**src/rtl/scan_capture_4led.sv**
```systemverilog
// scan_capture_4led: rebuilds a 4-digit BCD value from scanned 7-seg digit/anode traffic.
// Define SCAN_CAPTURE_BIN_OUT_EN to add the registered binary outputs bin_value/bin_valid.
module scan_capture_4led #(
    parameter int STABLE_FRAMES = 2,
    parameter int SCAN_HOLD_MAX = 255
) (
    input  logic        clk_in,
    input  logic        rst,
    input  logic [3:0]  num,
    input  logic [3:0]  an_scan,
    input  logic [1:0]  sel_an,
    input  logic        err_clr,
    output logic [15:0] bcd_value,
    output logic        frame_valid,
`ifdef SCAN_CAPTURE_BIN_OUT_EN
    output logic [13:0] bin_value,
    output logic        bin_valid,
`endif
    output logic [2:0]  err_flags
);
    typedef enum logic {IDLE, COLLECT} state_t;
    localparam logic [8:0] HOLD_MAX = 9'(SCAN_HOLD_MAX);
    localparam logic [3:0] STABLE_MIN = 4'(STABLE_FRAMES);

    logic [3:0] num_q, an_q, stable_q, stable_d;
    logic [1:0] sel_q, sel_prev_q, exp_q, exp_d, last_q, last_d, idx;
    logic [7:0] hold_q, hold_d;
    logic [15:0] shadow_q, shadow_d, prev_q, prev_d, bcd_q, bcd_d, frame, mask;
    logic [2:0] err_q, err_d, set;
    logic fv_q, fv_d, committed_q, committed_d, valid, bad, same, complete;
    state_t state_q, state_d;

    always_comb begin
        valid = 1'b1;
        idx = 2'd0;
        case (an_q)
            4'b1110: idx = 2'd0;
            4'b1101: idx = 2'd1;
            4'b1011: idx = 2'd2;
            4'b0111: idx = 2'd3;
            default: valid = 1'b0;
        endcase
    end

    assign bad = !valid && an_q != 4'hF;
    assign same = state_q == COLLECT && idx == last_q && sel_q != 2'd0;
    assign mask = sel_q == 2'd3 ? 16'hFFFF : sel_q == 2'd2 ? 16'h0FFF : sel_q == 2'd1 ? 16'h00FF : 16'h000F;

    always_comb begin
        state_d = state_q;
        exp_d = exp_q;
        last_d = last_q;
        hold_d = hold_q;
        shadow_d = shadow_q;
        prev_d = prev_q;
        stable_d = stable_q;
        bcd_d = bcd_q;
        fv_d = 1'b0;
        committed_d = committed_q;
        set = 3'b000;
        complete = 1'b0;
        if (sel_q != sel_prev_q) begin
            state_d = IDLE;
            stable_d = 4'd0;
        end else if (bad) begin
            set[0] = 1'b1;
            state_d = IDLE;
        end else if (valid) begin
            if (idx > sel_q) begin
                set[2] = 1'b1;
                state_d = IDLE;
            end else if (num_q > 4'd9) begin
                set[1] = 1'b1;
                state_d = IDLE;
            end else if (same) begin
                shadow_d[{idx, 2'b00} +: 4] = num_q;
                if ({1'b0, hold_q} >= HOLD_MAX) begin
                    set[2] = 1'b1;
                    state_d = IDLE;
                end else begin
                    hold_d = hold_q + 8'd1;
                end
            end else if ((state_q == COLLECT && idx == exp_q) || idx == 2'd0) begin
                // an index 0 out of turn is an error but still starts a fresh frame
                set[2] = state_q == COLLECT && idx != exp_q;
                shadow_d[{idx, 2'b00} +: 4] = num_q;
                hold_d = 8'd0;
                last_d = idx;
                state_d = COLLECT;
                complete = idx == sel_q;
                exp_d = complete ? 2'd0 : idx + 2'd1;
            end else if (state_q == COLLECT) begin
                set[2] = 1'b1;
                state_d = IDLE;
            end
        end
        frame = shadow_d & mask;
        if (complete) begin
            prev_d = frame;
            stable_d = frame != prev_q ? 4'd1 : stable_q == 4'hF ? 4'hF : stable_q + 4'd1;
            if (stable_d >= STABLE_MIN && (frame != bcd_q || !committed_q)) begin
                bcd_d = frame;
                fv_d = 1'b1;
                committed_d = 1'b1;
            end
        end
        if (|set) stable_d = 4'd0;
        err_d = err_clr ? set : err_q | set;
    end

    always_ff @(posedge clk_in) begin
        if (rst) begin
            num_q <= 4'd0;
            an_q <= 4'hF;
            sel_q <= 2'd0;
            sel_prev_q <= 2'd0;
            state_q <= IDLE;
            exp_q <= 2'd0;
            last_q <= 2'd0;
            hold_q <= 8'd0;
            shadow_q <= 16'd0;
            prev_q <= 16'd0;
            stable_q <= 4'd0;
            bcd_q <= 16'd0;
            fv_q <= 1'b0;
            committed_q <= 1'b0;
            err_q <= 3'd0;
        end else begin
            num_q <= num;
            an_q <= an_scan;
            sel_q <= sel_an;
            sel_prev_q <= sel_q;
            state_q <= state_d;
            exp_q <= exp_d;
            last_q <= last_d;
            hold_q <= hold_d;
            shadow_q <= shadow_d;
            prev_q <= prev_d;
            stable_q <= stable_d;
            bcd_q <= bcd_d;
            fv_q <= fv_d;
            committed_q <= committed_d;
            err_q <= err_d;
        end
    end

    assign bcd_value = bcd_q;
    assign frame_valid = fv_q;
    assign err_flags = err_q;

`ifdef SCAN_CAPTURE_BIN_OUT_EN
    logic [13:0] d3, d2, d1, d0, bin_d, bin_q;
    logic bin_valid_q;

    assign d3 = {10'd0, bcd_q[15:12]};
    assign d2 = {10'd0, bcd_q[11:8]};
    assign d1 = {10'd0, bcd_q[7:4]};
    assign d0 = {10'd0, bcd_q[3:0]};
    // 1000 = 1024-16-8, 100 = 64+32+4, 10 = 8+2
    assign bin_d = (d3 << 10) - (d3 << 4) - (d3 << 3) + (d2 << 6) + (d2 << 5) + (d2 << 2)
                 + (d1 << 3) + (d1 << 1) + d0;

    always_ff @(posedge clk_in) begin
        if (rst) begin
            bin_q <= 14'd0;
            bin_valid_q <= 1'b0;
        end else begin
            bin_valid_q <= fv_q;
            if (fv_q) bin_q <= bin_d;
        end
    end

    assign bin_value = bin_q;
    assign bin_valid = bin_valid_q;
`endif
endmodule

```
**config.mk**
```make
export PLATFORM = sky130hd
export DESIGN_NAME = scan_capture_4led
export DESIGN_NICKNAME = d
export VERILOG_FILES = /design/src/rtl/scan_capture_4led.sv
export SDC_FILE = /design/constraint.sdc
export NUM_CORES = 1
export LEC_CHECK = 0
export BUFFER_PORTS_ARGS = -buffer_cell sky130_fd_sc_hd__buf_2
export CAP_MARGIN = 0
export CORE_MARGIN = 2
export CORE_UTILIZATION = 60
export DETAILED_ROUTE_END_ITERATION = 7
export PLACE_DENSITY = 0.81
export SLEW_MARGIN = 40
export SYNTH_ARGS = -nofsm -noshare
export SYNTH_HDL_FRONTEND = slang
export SYNTH_SLANG_ARGS = --single-unit
```
**constraint.sdc**
```tcl
create_clock -name clk_in -period 6.3 [get_ports clk_in]
set_input_delay 0.315 -clock clk_in [delete_from_list [all_inputs] [get_ports clk_in]]
set_output_delay 0.315 -clock clk_in [all_outputs]
set_load 0.01 [all_outputs]
```
* After elaboration in Yosys (flattened, before gate mapping)
Cells that the tools add are included.
** Storage, ports and cells
- Memory bits (read-only) :: 0
- Memory bits (writable) :: 0
- Flip-flop bits (word level) :: 82
- Bits in latches :: 0
- Memories :: 0
- Word-level logic and storage cells :: 120
** Cells by class
- Reductions and logical operators :: 22
- Muxes and demuxes :: 47
- Add/sub/neg operators :: 4
- Shift operators :: 2
- Eq/ne operators :: 18
- Divide/modulo/power cells :: 0
- $lt $le $gt $ge :: 4
- Multiply operators :: 0
- Bitwise gates (word level) :: 8
** Operator list (count)
- $mux W16 :: 8
- $mux W8 :: 4
- $ne A16 B16 Y1 :: 2
- $mux W1 :: 23
- $and A16 B16 Y16 :: 1
- $bwmux W16 :: 1
- $eq A4 B4 Y1 const B :: 4
- $mux W4 :: 4
- $shift A4 B6 Y16 const A :: 1
- $shiftx A4 B6 Y16 :: 1
- $reduce_and A7 Y1 :: 2
- $mux W12 :: 1
- $add A8 B1 Y8 const B :: 1
- $ge A8 B8 Y1 const B :: 1
- $reduce_or A4 Y1 :: 2
- $eq A2 B2 Y1 :: 3
- $logic_and A1 B1 Y1 :: 6
- $mux W2 :: 3
- $mux W3 :: 2
- $neg A4 Y6 :: 1
- $not A1 Y1 :: 6
- $pmux W2 S3 :: 1
- $reduce_bool A2 Y1 :: 3
- $add A4 B1 Y4 const B :: 1
- 18 further kinds :: 23

* Logic depth before layout (Yosys ltp)
Gate-level depths: netlist of run 1.
- Depth after elaboration :: 18
- Mapped depth :: 18
- Gate-level depth less buffers :: 15

* Worst setup path before layout of run 1
Ideal clock, no wire load.
- Path kind :: reg2reg
- Start :: register an_q[3]
- End :: register bcd_q[0] (netlist: bcd_value[0])
- Library setup time :: 0.121 ns
- Path buffers :: 3
- Stages on the path, launching flop included :: 19
- Slack :: 1.560 ns
- Arrival :: 4.619 ns
- Cells stage by stage :: dfxtp_1 > buf_4 > or2b_1 > a21oi_4 > inv_1 > ha_1 > nand2_1 > o21a_1 > a2111oi_4 > buf_6 > or3b_2 > a21oi_2 > a32oi_2 > xnor2_1 > a2111o_1 > or4_1 > buf_2 > nor3_4 > mux2_2
** On the way
- Longest elaborated chain between the ends :: 18
** RTL lines
- start: declaration :: line 25 : logic [3:0] num_q, an_q, stable_q, stable_d;
- start signal: assignment :: line 130 : an_q <= an_scan;
- $eq A4 B3 Y1 / $eq A4 B4 Y1 (equally long branches) :: line 36 : case (an_q)
- $pmux W2 S3 (*) :: line 36
- named net idx[0] :: line 26 : logic [1:0] sel_q, sel_prev_q, exp_q, exp_d, last_q, last_d, idx;
- $neg A4 Y6 / $eq A2 B2 Y1 (equally long branches) :: line 76, 86, 83
- $shiftx A4 B6 Y16 (tied with other cells) :: line 76, 86
- $bwmux W16 / $logic_or A1 B1 Y1 (equally long branches) :: line 76, 86, 83
- $mux W16 :: line 83 : end else if ((state_q == COLLECT && idx == exp_q) || idx == 2'd0) begin
- $mux W16 :: line 75 : end else if (same) begin
- (+3 left out)
- $mux W16 :: line 65 : end else if (bad) begin
- $mux W16 :: line 62 : if (sel_q != sel_prev_q) begin
- $and A16 B16 Y16 :: line 97 : frame = shadow_d & mask;
- $ne A16 B16 Y1 :: line 100 : stable_d = frame != prev_q ? 4'd1 : stable_q == 4'hF ? 4'hF : stable_q + 4'd1;
- $mux W4 :: line 100
- $ge A4 B2 Y1 :: line 101 : if (stable_d >= STABLE_MIN && (frame != bcd_q || !committed_q)) begin
- $logic_and A1 B1 Y1 :: line 101
- $reduce_and A2 Y1 (no line)
- end signal: assignment :: line 124 : bcd_q <= 16'd0;
- end signal: assignment :: line 140 : bcd_q <= bcd_d;
- end: declaration :: line 28 : logic [15:0] shadow_q, shadow_d, prev_q, prev_d, bcd_q, bcd_d, frame, mask;
Mark *: on every way through the listed nets, which the timed path passes. The rest lies on a longest branch.
A chain may end at the register's enable or synchronous reset.

* Worst setup path after layout of run 1
- Start :: register an_q[3]
- End :: register bcd_q[3] (netlist: bcd_value[3])
The elaborated chain is that of the path after synthesis.

==> flow_summary.toml, run 1 <==
[floorplan]
initial_core_util_pct = 62.36
die_w_um = 88.27
ioPinCount = 33
die_h_um = 88.27
dieArea_um2 = 7791
num_rows = 30
fp.coreArea_um2 = 6832

[drt]
drt_wl_total_mm = 9.849
vias_per_cell = 5.979
drc_errors = 0
ant_nets = 0
routedWlPerCell_um = 15.83
vias = 3719
dr.first_iter.drc_count = 365
dr.pass1.iters = 5

[timing]
finalSetupTns_ns = 0
setup_viol = 0
grt_setup_unrepaired = "false"
worst_clock_skew_ns = 0.009042
slew_headroom_pct = 49.04
max_freq_ghz = 0.1843
min_period_over_period_pct = 86.15
fin_crit_ns = 5.427
tightest_slew_ns = 0.7645
hold_viol_final = 0
finalMaxSlewViolations = 0

[worst_setup_path]
crit_type = "flop to flop"
crit_fanout = 11
start_kind = "flop"
cp.arrival_ns = 5.67
worst_setup_path_end_kind = "flop"
required_ns = 6.55

[logic_synthesis]
synth_common_cells = "dfxtp_1 (82), nor2_1 (65), a21oi_1 (45), nand2_1 (45), xor2_1 (25)"
ys_seq_elements = 82
synth-async-reset-ratio_pct = 0
synth.yosys.seq_area_share_pct = 38.53
synth_ff_type = "dfxtp_1"
ys_types = 62
netlist_area_um2 = 4260
syn_area_per_cell_um2 = 8.487
synth_warnings = 0
synth_top_area_share_pct = 38.53
yosysTopAreaCell = "dfxtp_1"
yosysMostFrequentCell = "dfxtp_1"
synth_edf_count = 0
syn-num-nets = 524
synthCells = 502
synth_area_leaders = "dfxtp_1 (39%), nor2_1 (5.7%), a21oi_1 (5.3%)"

[final_layout]
fin_nets = 543
antennaDiodeCount = 0
drive_gt1_share_pct = 15.59
n_fill_cell = 569
finish.utilization_pct = 68.70
area_delta_synth_final_pct = 10.16
stdcell_area_um2 = 4693

[clock_network]
clk_pin_slew_ns = 0.09
post_cts_buffers = 0
clock_sinks = 82
clk_latency_ns = 0.36
cts_resized = 0
cts_tree = "built"
cts_max_level = 3
cts_buffer_depth = 2
hold_buffers = 0
clock_tree.root_cell = "clkbuf_8"
numCtsBuffers = 9

[placed_design]
place_area_um2 = 4448
dp_hpwl_mm = 6.971
routabilityCongestion = 0.8846
port_buffers = 32

[global_route]
track_usage_pct = 26.26
busiest_layer = "met2"
grt_pass1_vias = 3403
grt_overflow = 0
antenna_found_initial = 0
use_met2_pct = 42.38
met1_usage_pct = 34.81
grt_max_degree = 79
grt_use_met3_pct = 4.291
grt_pass1_wl_mm = 15.96

[run_status]
status = "complete, no violations"

[min_path]
hold_path_class = "input port to flop"

[power_and_ir_drop]
power_density_nw_per_um2 = 235.6
leakagePower_nw = 1.767
ir_drop_v = 0.0001528

[job]
cap_violations = 0
[path summary, 6_finish.rpt]
kind,start,endpoint,slack (ns),depth (start not counted)
worst max-delay path,an_q[3],bcd_value[3],0.87,15
worst min-delay path,an_scan[1],an_q[1],0.14,2
worst max register to register,an_q[3],bcd_value[3],0.87,15
worst min register to register,shadow_q[7],shadow_q[7],0.45,2
[power by group]
group / internal (mW) / total (mW) / switching, mW
Sequential: 0.526 / 0.538 / 0.0118
Combinational: 0.0412 / 0.124 / 0.0826
Clock: 0.247 / 0.444 / 0.197
Total: 0.814 / 1.11 / 0.291
[routing by layer]
metal,vias to the layer above,routed length (um)
li1,1814,-
met1,1770,4533
met2,108,4591
met3,27,486
met4,0,238
met5,-,0
[final cells by class]
cell class | count | area (um2) | area share, %
Clock inverter | 5 | 85.08 | 1.813
Tap cell | 96 | 120.1 | 2.559
Inverter | 4 | 15.01 | 0.3199
Timing Repair Buffer | 35 | 182.7 | 3.892
Clock buffer | 11 | 151.4 | 3.226
Multi-Input combinational cell | 389 | 2497 | 53.21
Sequential cell | 82 | 1642 | 34.98
[placed cells by master (no fill, tap or decap), types with 2 or more instances in the layout]
master / instances
bufinv_16: 2
nand3b_1: 5
mux2_2: 8
a22oi_1: 9
o31ai_1: 7
clkbuf_8: 11
o21ai_0: 6
ha_1: 9
a31o_2: 2
or3_1: 2
nand2_1: 45
buf_4: 3
nand2b_1: 7
inv_1: 4
nor4_1: 2
a31oi_1: 3
a211oi_1: 7
nor2_1: 65
xnor2_1: 14
xor2_1: 25
and2_1: 11
a32oi_1: 10
a21oi_2: 3
o211ai_1: 2
a21oi_1: 45
nand3_1: 9
nand4_1: 14
a21o_1: 5
nor2b_1: 19
and3_1: 8
dfxtp_1: 82
nor3_1: 7
and4_1: 3
o21a_1: 3
buf_2: 32
or2_2: 7
or4_1: 2
[registers in the layout (all words and copies together) (netlist names)]
name         cells
shadow_q        16
bcd_value       16
state_q          1
committed_q      1
an_q             4
prev_q          16
last_q           2
sel_prev_q       2
sel_q            2
num_q            4
hold_q           8
exp_q            2
err_flags        3
frame_valid      1
stable_q         4
[critical path, cell delays in order, from the launching register on]
cell       delay [ns]
dfxtp_1          0.52
nand2b_1         0.18
a21oi_4          0.29
inv_1            0.17
ha_1             0.31
nand2_1          0.10
o21a_1           0.19
a2111oi_4        0.47
or3b_2           0.50
a21oi_2          0.20
a32oi_1          0.25
xnor2_1          0.18
a2111o_1         0.34
or4_1            0.72
nor3_4           0.48
mux2_2           0.40
[kinds of logic (layout without fill, tap and decap cells)]
kind of cell | Yosys count | after routing | synth area share [%]
compound gates | 114 | 114 | 18.80
xor+xnor | 39 | 39 | 8.018
fa+ha+maj | 10 | 10 | 2.878
buf+inv | 31 | 55 | 3.172
flops | 82 | 82 | 38.53
mux | 10 | 10 | 2.614
simple gates | 216 | 216 | 25.99
[through the flow]
step / cells / hold WS, ns / power, mW / worst slack, ns
2_1_floorplan: 502 / 0.4188 / 0.6419 / 1.560
3_3_place_gp: 606 / 0.4392 / 0.6653 / 1.126
3_5_place_dp: 606 / 0.4410 / 0.6700 / 0.9467
4_1_cts: 622 / 0.1336 / 1.108 / 0.9190
5_1_grt: 622 / 0.1318 / 1.144 / 0.5545
6_report: 622 / 0.1355 / 1.106 / 0.8728
Power figures use the tool's default switching activity.
==> run 2: changes to the inputs <==
--- a/config.mk
+++ b/config.mk
@@ -7,6 +7,7 @@
 export LEC_CHECK = 0
 export BUFFER_PORTS_ARGS = -buffer_cell sky130_fd_sc_hd__buf_2
 export CAP_MARGIN = 0
+export CORE_ASPECT_RATIO = 1.2
 export CORE_MARGIN = 2
 export CORE_UTILIZATION = 60
 export DETAILED_ROUTE_END_ITERATION = 7
==> run 2 against run 1 <==
Clock power shrank 11%; largest power group unchanged; die area is essentially flat; design area shrank 1.1%; via count shrank 1.2%.
==> flow_summary.toml, run 2 (synthesized netlist as in run 1, its figures left out) <==
[power_and_ir_drop]
pwr-share-comb_pct = 11.5
leakagePower_nw = 1.752
p_int_uw = 780.4
ir_drop_v = 0.0001761
pwr-share-clk_pct = 37.3
power_frac_seq_pct = 51.2
power_density_nw_per_um2 = 227.0
p_sw_uw = 273.4
switching_share_pct = 25.95

[clock_network]
clock_tree.root_cell = "clkbuf_8"
cts_resized = 0
cts_tree = "built"
cts_buffer_depth = 2
clock_sinks = 82
numCtsBuffers = 9
hold_buffers = 0
post_cts_buffers = 0
clk_latency_ns = 0.34
clk_pin_slew_ns = 0.08
cts_max_level = 3

[placed_design]
dp_hpwl_mm = 6.774
place_area_um2 = 4429
routabilityCongestion = 0.8788
port_buffers = 32

[worst_setup_path]
crit_type = "flop to flop"
timing.rr.end = "bcd_value[0]"
start_kind = "flop"
reg2reg_slack_ns = 0.90
cp.arrival_ns = 5.64
reg2reg_from = "an_q[1]"
worst_setup_path_end_kind = "flop"
r2r_cells = 15
crit_fanout = 11
required_ns = 6.53

[timing]
hold_viol_final = 0
min_period_over_period_pct = 85.74
finalMaxSlewViolations = 0
grt_setup_unrepaired = "false"
tightest_slew_ns = 0.7902
finalSetupTns_ns = 0
max_freq_ghz = 0.1851
worst_clock_skew_ns = 0.007198
setup_viol = 0
slew_headroom_pct = 47.32
fin_crit_ns = 5.401

[floorplan]
ioPinCount = 33
initial_core_util_pct = 62.16
die_h_um = 96.31
num_rows = 33
dieArea_um2 = 7793
fp.coreArea_um2 = 6854
die_w_um = 80.92

[final_layout]
area_delta_synth_final_pct = 8.957
fin_nets = 542
final_common_cell = "dfxtp_1"
final_cell_mix = "dfxtp_1 (82), nor2_1 (65), nand2_1 (45), a21oi_1 (45), buf_2 (32)"
drive_gt1_share_pct = 15.08
n_fill_cell = 588
antennaDiodeCount = 0
stdcell_area_um2 = 4642

[global_route]
grt_pass1_wl_mm = 15.52
antenna_found_initial = 0
grt_pass1_vias = 3454
grt_overflow = 0
track_usage_pct = 25.78
grt_max_degree = 79

[drt]
ant_nets = 0
dr.first_iter.drc_count = 205
drt_wl_total_mm = 9.638
dr.pass1.iters = 5
drc_errors = 0
vias = 3675
routedWlPerCell_um = 15.77
vias_per_cell = 6.015

[min_path]
whs_path_depth = 2
holdPathEnd = "an_q[0]"
holdCritStartpoint = "an_scan[0]"
hold_path_class = "input port to flop"

[job]
cap_violations = 0

[run_status]
status = "complete, no violations"
## run 2: cell types whose count changed in the layout (fill, tap and decap cells not counted), sizes merged
cell,before,now
clkbuf,11,13
inv,5,4
bufinv,2,1
buf,35,34
clkinvlp,1,0
## run 2: metrics by stage
stage / setup WS, ns / std cells / utilization (%) / hold slack [ns] / total power, mW
2_1_floorplan: 1.560 / 502 / - / 0.4188 / 0.6419
3_3_place_gp: 1.125 / 596 / 64.55 / 0.4386 / 0.6659
3_5_place_dp: 0.9126 / 596 / 64.62 / 0.4418 / 0.6703
4_1_cts: 0.8925 / 611 / 67.60 / 0.1385 / 1.056
5_1_grt: 0.5710 / 611 / 67.73 / 0.1404 / 1.090
6_report: 0.8986 / 611 / 67.73 / 0.1470 / 1.054
## run 2: final cells by class
class                           instances  area (um2)  area share [%]
Timing Repair Buffer                   34       175.2           3.774
Tap cell                               87       108.9           2.345
Clock buffer                           13       168.9           3.639
Sequential cell                        82        1642           35.36
Multi-Input combinational cell        389        2497           53.80
Clock inverter                          2       35.03          0.7547
Inverter                                4       15.01          0.3235
## run 2: how the worst max path moves through the flow
stage | start | endpoint | slack, ns | cells after the start
after CTS | an_q[1] | bcd_value[1] | 0.89 | 15
after global placement | an_q[1] | bcd_value[1] | 1.13 | 15
final | an_q[1] | bcd_value[0] | 0.90 | 15
after floorplan | an_q[3] | bcd_value[0] | 1.56 | 18
after global routing | an_q[1] | bcd_value[1] | 0.57 | 15
after detailed placement | an_q[1] | bcd_value[1] | 0.91 | 15
## run 2: power groups by stage
| stage | logic, mW | registers [mW] | clock network, mW |
|---|---|---|---|
| after CTS | 0.121 | 0.539 | 0.397 |
| final | 0.121 | 0.539 | 0.393 |
| after floorplan | 0.0976 | 0.544 | 0 |
| after detailed placement | 0.119 | 0.551 | 0 |
| after global placement | 0.115 | 0.551 | 0 |
| after global routing | 0.134 | 0.541 | 0.416 |
## run 2: layer usage
metal | global-route usage, % | wire length (um) | vias to the layer above
met1 | 29.65 | 4014 | 1721
li1 | - | - | 1818
met4 | 10.59 | 291 | 0
met2 | 46.28 | 4853 | 107
met3 | 5.159 | 478 | 29
met5 | 0 | 0 | -
## run 2: worst max-delay path, stage by stage, from the launching register on
cell	delay (ns)
dfxtp_1	0.46
or2b_1	0.30
a21oi_4	0.25
inv_1	0.17
ha_1	0.31
nand2_1	0.11
o21a_1	0.20
a2111oi_4	0.49
or3b_2	0.50
a21oi_2	0.20
a32oi_2	0.19
xnor2_1	0.17
a2111o_1	0.37
or4_1	0.71
nor3_4	0.48
mux2_2	0.39
==> run 3: changes to the inputs <==
--- a/config.mk
+++ b/config.mk
@@ -5,13 +5,16 @@
 export SDC_FILE = /design/constraint.sdc
 export NUM_CORES = 1
 export LEC_CHECK = 0
-export BUFFER_PORTS_ARGS = -buffer_cell sky130_fd_sc_hd__buf_2
 export CAP_MARGIN = 0
+export CELL_PAD_IN_SITES_DETAIL_PLACEMENT = 1
+export CELL_PAD_IN_SITES_GLOBAL_PLACEMENT = 1
 export CORE_ASPECT_RATIO = 1.2
 export CORE_MARGIN = 2
-export CORE_UTILIZATION = 60
+export CORE_UTILIZATION = 48
 export DETAILED_ROUTE_END_ITERATION = 7
-export PLACE_DENSITY = 0.81
+export DONT_BUFFER_PORTS = 1
+export GPL_ROUTABILITY_DRIVEN = 0
+export PLACE_DENSITY = 0.8
 export SLEW_MARGIN = 40
 export SYNTH_ARGS = -nofsm -noshare
 export SYNTH_HDL_FRONTEND = slang
==> run 3 against run 2 <==
Clock skew up 0.00091 ns; non-clock buffer count is 31 lower; register-to-register slack got worse by 0.09 ns; critical path depth unchanged; worst hold slack got worse by 0.12 ns; maximum frequency shrank 1.6%; setup slack worse by 0.087 ns; global-route usage decreased by 2.1 points.
==> flow_summary.toml, run 3 (synthesized netlist as in run 1, its figures left out) <==
[drt]
dr.first_iter.drc_count = 132
drt_wl_total_mm = 11.07
vias = 3621
ant_nets = 0
dr.pass1.iters = 5
drc_errors = 0
routedWlPerCell_um = 18.14
vias_per_cell = 5.936

[power_and_ir_drop]
pwr-share-clk_pct = 38.1
leakagePower_nw = 1.595
power_density_nw_per_um2 = 233.7
ir_drop_v = 0.0001087
pwr-share-comb_pct = 10.7
p_int_uw = 777.3
switching_share_pct = 26.44
power_frac_seq_pct = 51.1
p_sw_uw = 279.4

[floorplan]
dieArea_um2 = 9648
die_w_um = 90
num_rows = 37
initial_core_util_pct = 49.48
die_h_um = 107.2
ioPinCount = 33
fp.coreArea_um2 = 8611

[worst_setup_path]
reg2reg_from = "an_q[1]"
worst_setup_path_end_kind = "flop"
crit_buf_inv = 1
max_stage_delay_ns = 0.71
critPathTopFamily = "simple AND/OR/NAND/NOR gates"
reg2reg_slack_ns = 0.81
crit_type = "flop to flop"
startpoint = "an_q[1]"
crit_fanout = 11
r2r_cells = 15
timing.rr.end = "bcd_value[1]"
start_kind = "flop"
required_ns = 6.55
cp.arrival_ns = 5.74
cp_cell_sequence = "or2b_1 -> a21oi_4 -> inv_1 -> ha_1 -> nand2_1 -> o21a_1 -> a2111oi_4 -> or3b_2 -> a21oi_2 -> a32oi_2 -> xnor2_1 -> a2111o_1 -> or4_1 -> nor3_4 -> mux2_2"
crit_slowest_cell = "or4_1"

[clock_network]
cts_resized = 0
hold_buffers = 0
cts_buffer_depth = 2
clock_tree.root_cell = "clkbuf_8"
numCtsBuffers = 9
cts_tree = "built"
clk_latency_ns = 0.37
clock_sinks = 82
post_cts_buffers = 0
cts_max_level = 3
clk_pin_slew_ns = 0.08

[timing]
hold_viol_final = 0
finalMaxSlewViolations = 0
grt_setup_unrepaired = "false"
finalSetupTns_ns = 0
fin_crit_ns = 5.488
worst_clock_skew_ns = 0.008105
worst_slack_ns = 0.8118
min_period_over_period_pct = 87.11
max_freq_ghz = 0.1822
tightest_slew_ns = 0.7845
setup_viol = 0
slew_headroom_pct = 47.57

[min_path]
holdPathEnd = "exp_q[0]"
whs_path_depth = 1
holdCritStartpoint = "rst"
hold_path_class = "input port to flop"

[global_route]
grt_max_degree = 79
grt_pass1_vias = 3680
grt_overflow = 0
grt_pass1_wl_mm = 18.20
track_usage_pct = 23.65
antenna_found_initial = 0

[placed_design]
dp_cells = 595
dp_hpwl_mm = 8.022
dp_slack_ns = 0.8444
port_buffers = 0

[final_layout]
final_cell_mix = "dfxtp_1 (82), nor2_1 (65), nand2_1 (45), a21oi_1 (45), xor2_1 (25)"
area_delta_synth_final_pct = 6.138
antennaDiodeCount = 0
fin_nets = 511
instances_no_fill = 610
drive_gt1_share_pct = 9.533
n_fill_cell = 1064
finish.utilization_pct = 52.51
final_common_cell = "dfxtp_1"

[run_status]
status = "complete, no violations"

[job]
cap_violations = 0
==> run 3: cell types whose count changed in the layout (fill, tap and decap cells not counted), sizes merged <==
cell,before,now
buf,34,3
==> run 3: area by class of cell <==
cell class	instances	area, um2	share of cell area (%)
well taps	117	146.4	3.237
multi-input cells	389	2492	55.12
flip-flops and latches	82	1642	36.30
inverters	4	15.01	0.3320
clock inverters	2	35.03	0.7748
repair buffers	3	22.52	0.4981
clock buffers	13	168.9	3.735
==> run 3: how the worst max path moves through the flow <==
stage	to	slack [ns]	cells after the start
2_1_floorplan	bcd_value[0]	1.56	18
6_report	bcd_value[1]	0.81	15
4_1_cts	bcd_value[1]	0.81	15
3_3_place_gp	bcd_value[1]	1.07	15
3_5_place_dp	bcd_value[1]	0.84	15
5_1_grt	bcd_value[1]	0.41	15
==> run 3: per-stage QoR <==
| stage | hold slack [ns] | power [mW] | area (um2) |
|---|---|---|---|
| 6_report | 0.02339 | 1.057 | 4522 |
| 5_1_grt | 0.0004637 | 1.097 | 4522 |
| 4_1_cts | 0.008367 | 1.062 | 4513 |
| 3_5_place_dp | 0.4010 | 0.6637 | 4309 |
| 3_3_place_gp | 0.3967 | 0.6586 | 4309 |
| 2_1_floorplan | 0.4188 | 0.6419 | 4260 |
==> run 3: per-layer routing <==
layer | share of wire [%] | wire length [um] | global-route usage, % | vias up
li1 | - | - | - | 1751
met1 | 42 | 4598 | 26.77 | 1778
met2 | 51 | 5677 | 42.11 | 67
met3 | 3.8 | 419 | 3.865 | 25
met4 | 3.3 | 369 | 13.74 | 0
met5 | 0 | 0 | 0 | -
==> run 3: worst register-to-register path: stages (launching register included) <==
cell and delay, ns:
dfxtp_1 0.46, or2b_1 0.29, a21oi_4 0.25, inv_1 0.18, ha_1 0.30, nand2_1 0.10, o21a_1 0.20, a2111oi_4 0.50
or3b_2 0.51, a21oi_2 0.22, a32oi_2 0.20, xnor2_1 0.17, a2111o_1 0.38, or4_1 0.71, nor3_4 0.51, mux2_2 0.40
==> run 3: power by group through the flow <==
| stage | Sequential (mW) | Clock, mW | Combinational, mW |
|---|---|---|---|
| floorplan | 0.544 | 0 | 0.0976 |
| global placement | 0.552 | 0 | 0.107 |
| detailed placement | 0.552 | 0 | 0.111 |
| CTS | 0.540 | 0.409 | 0.112 |
| global route | 0.542 | 0.430 | 0.125 |
| finish | 0.540 | 0.403 | 0.114 |
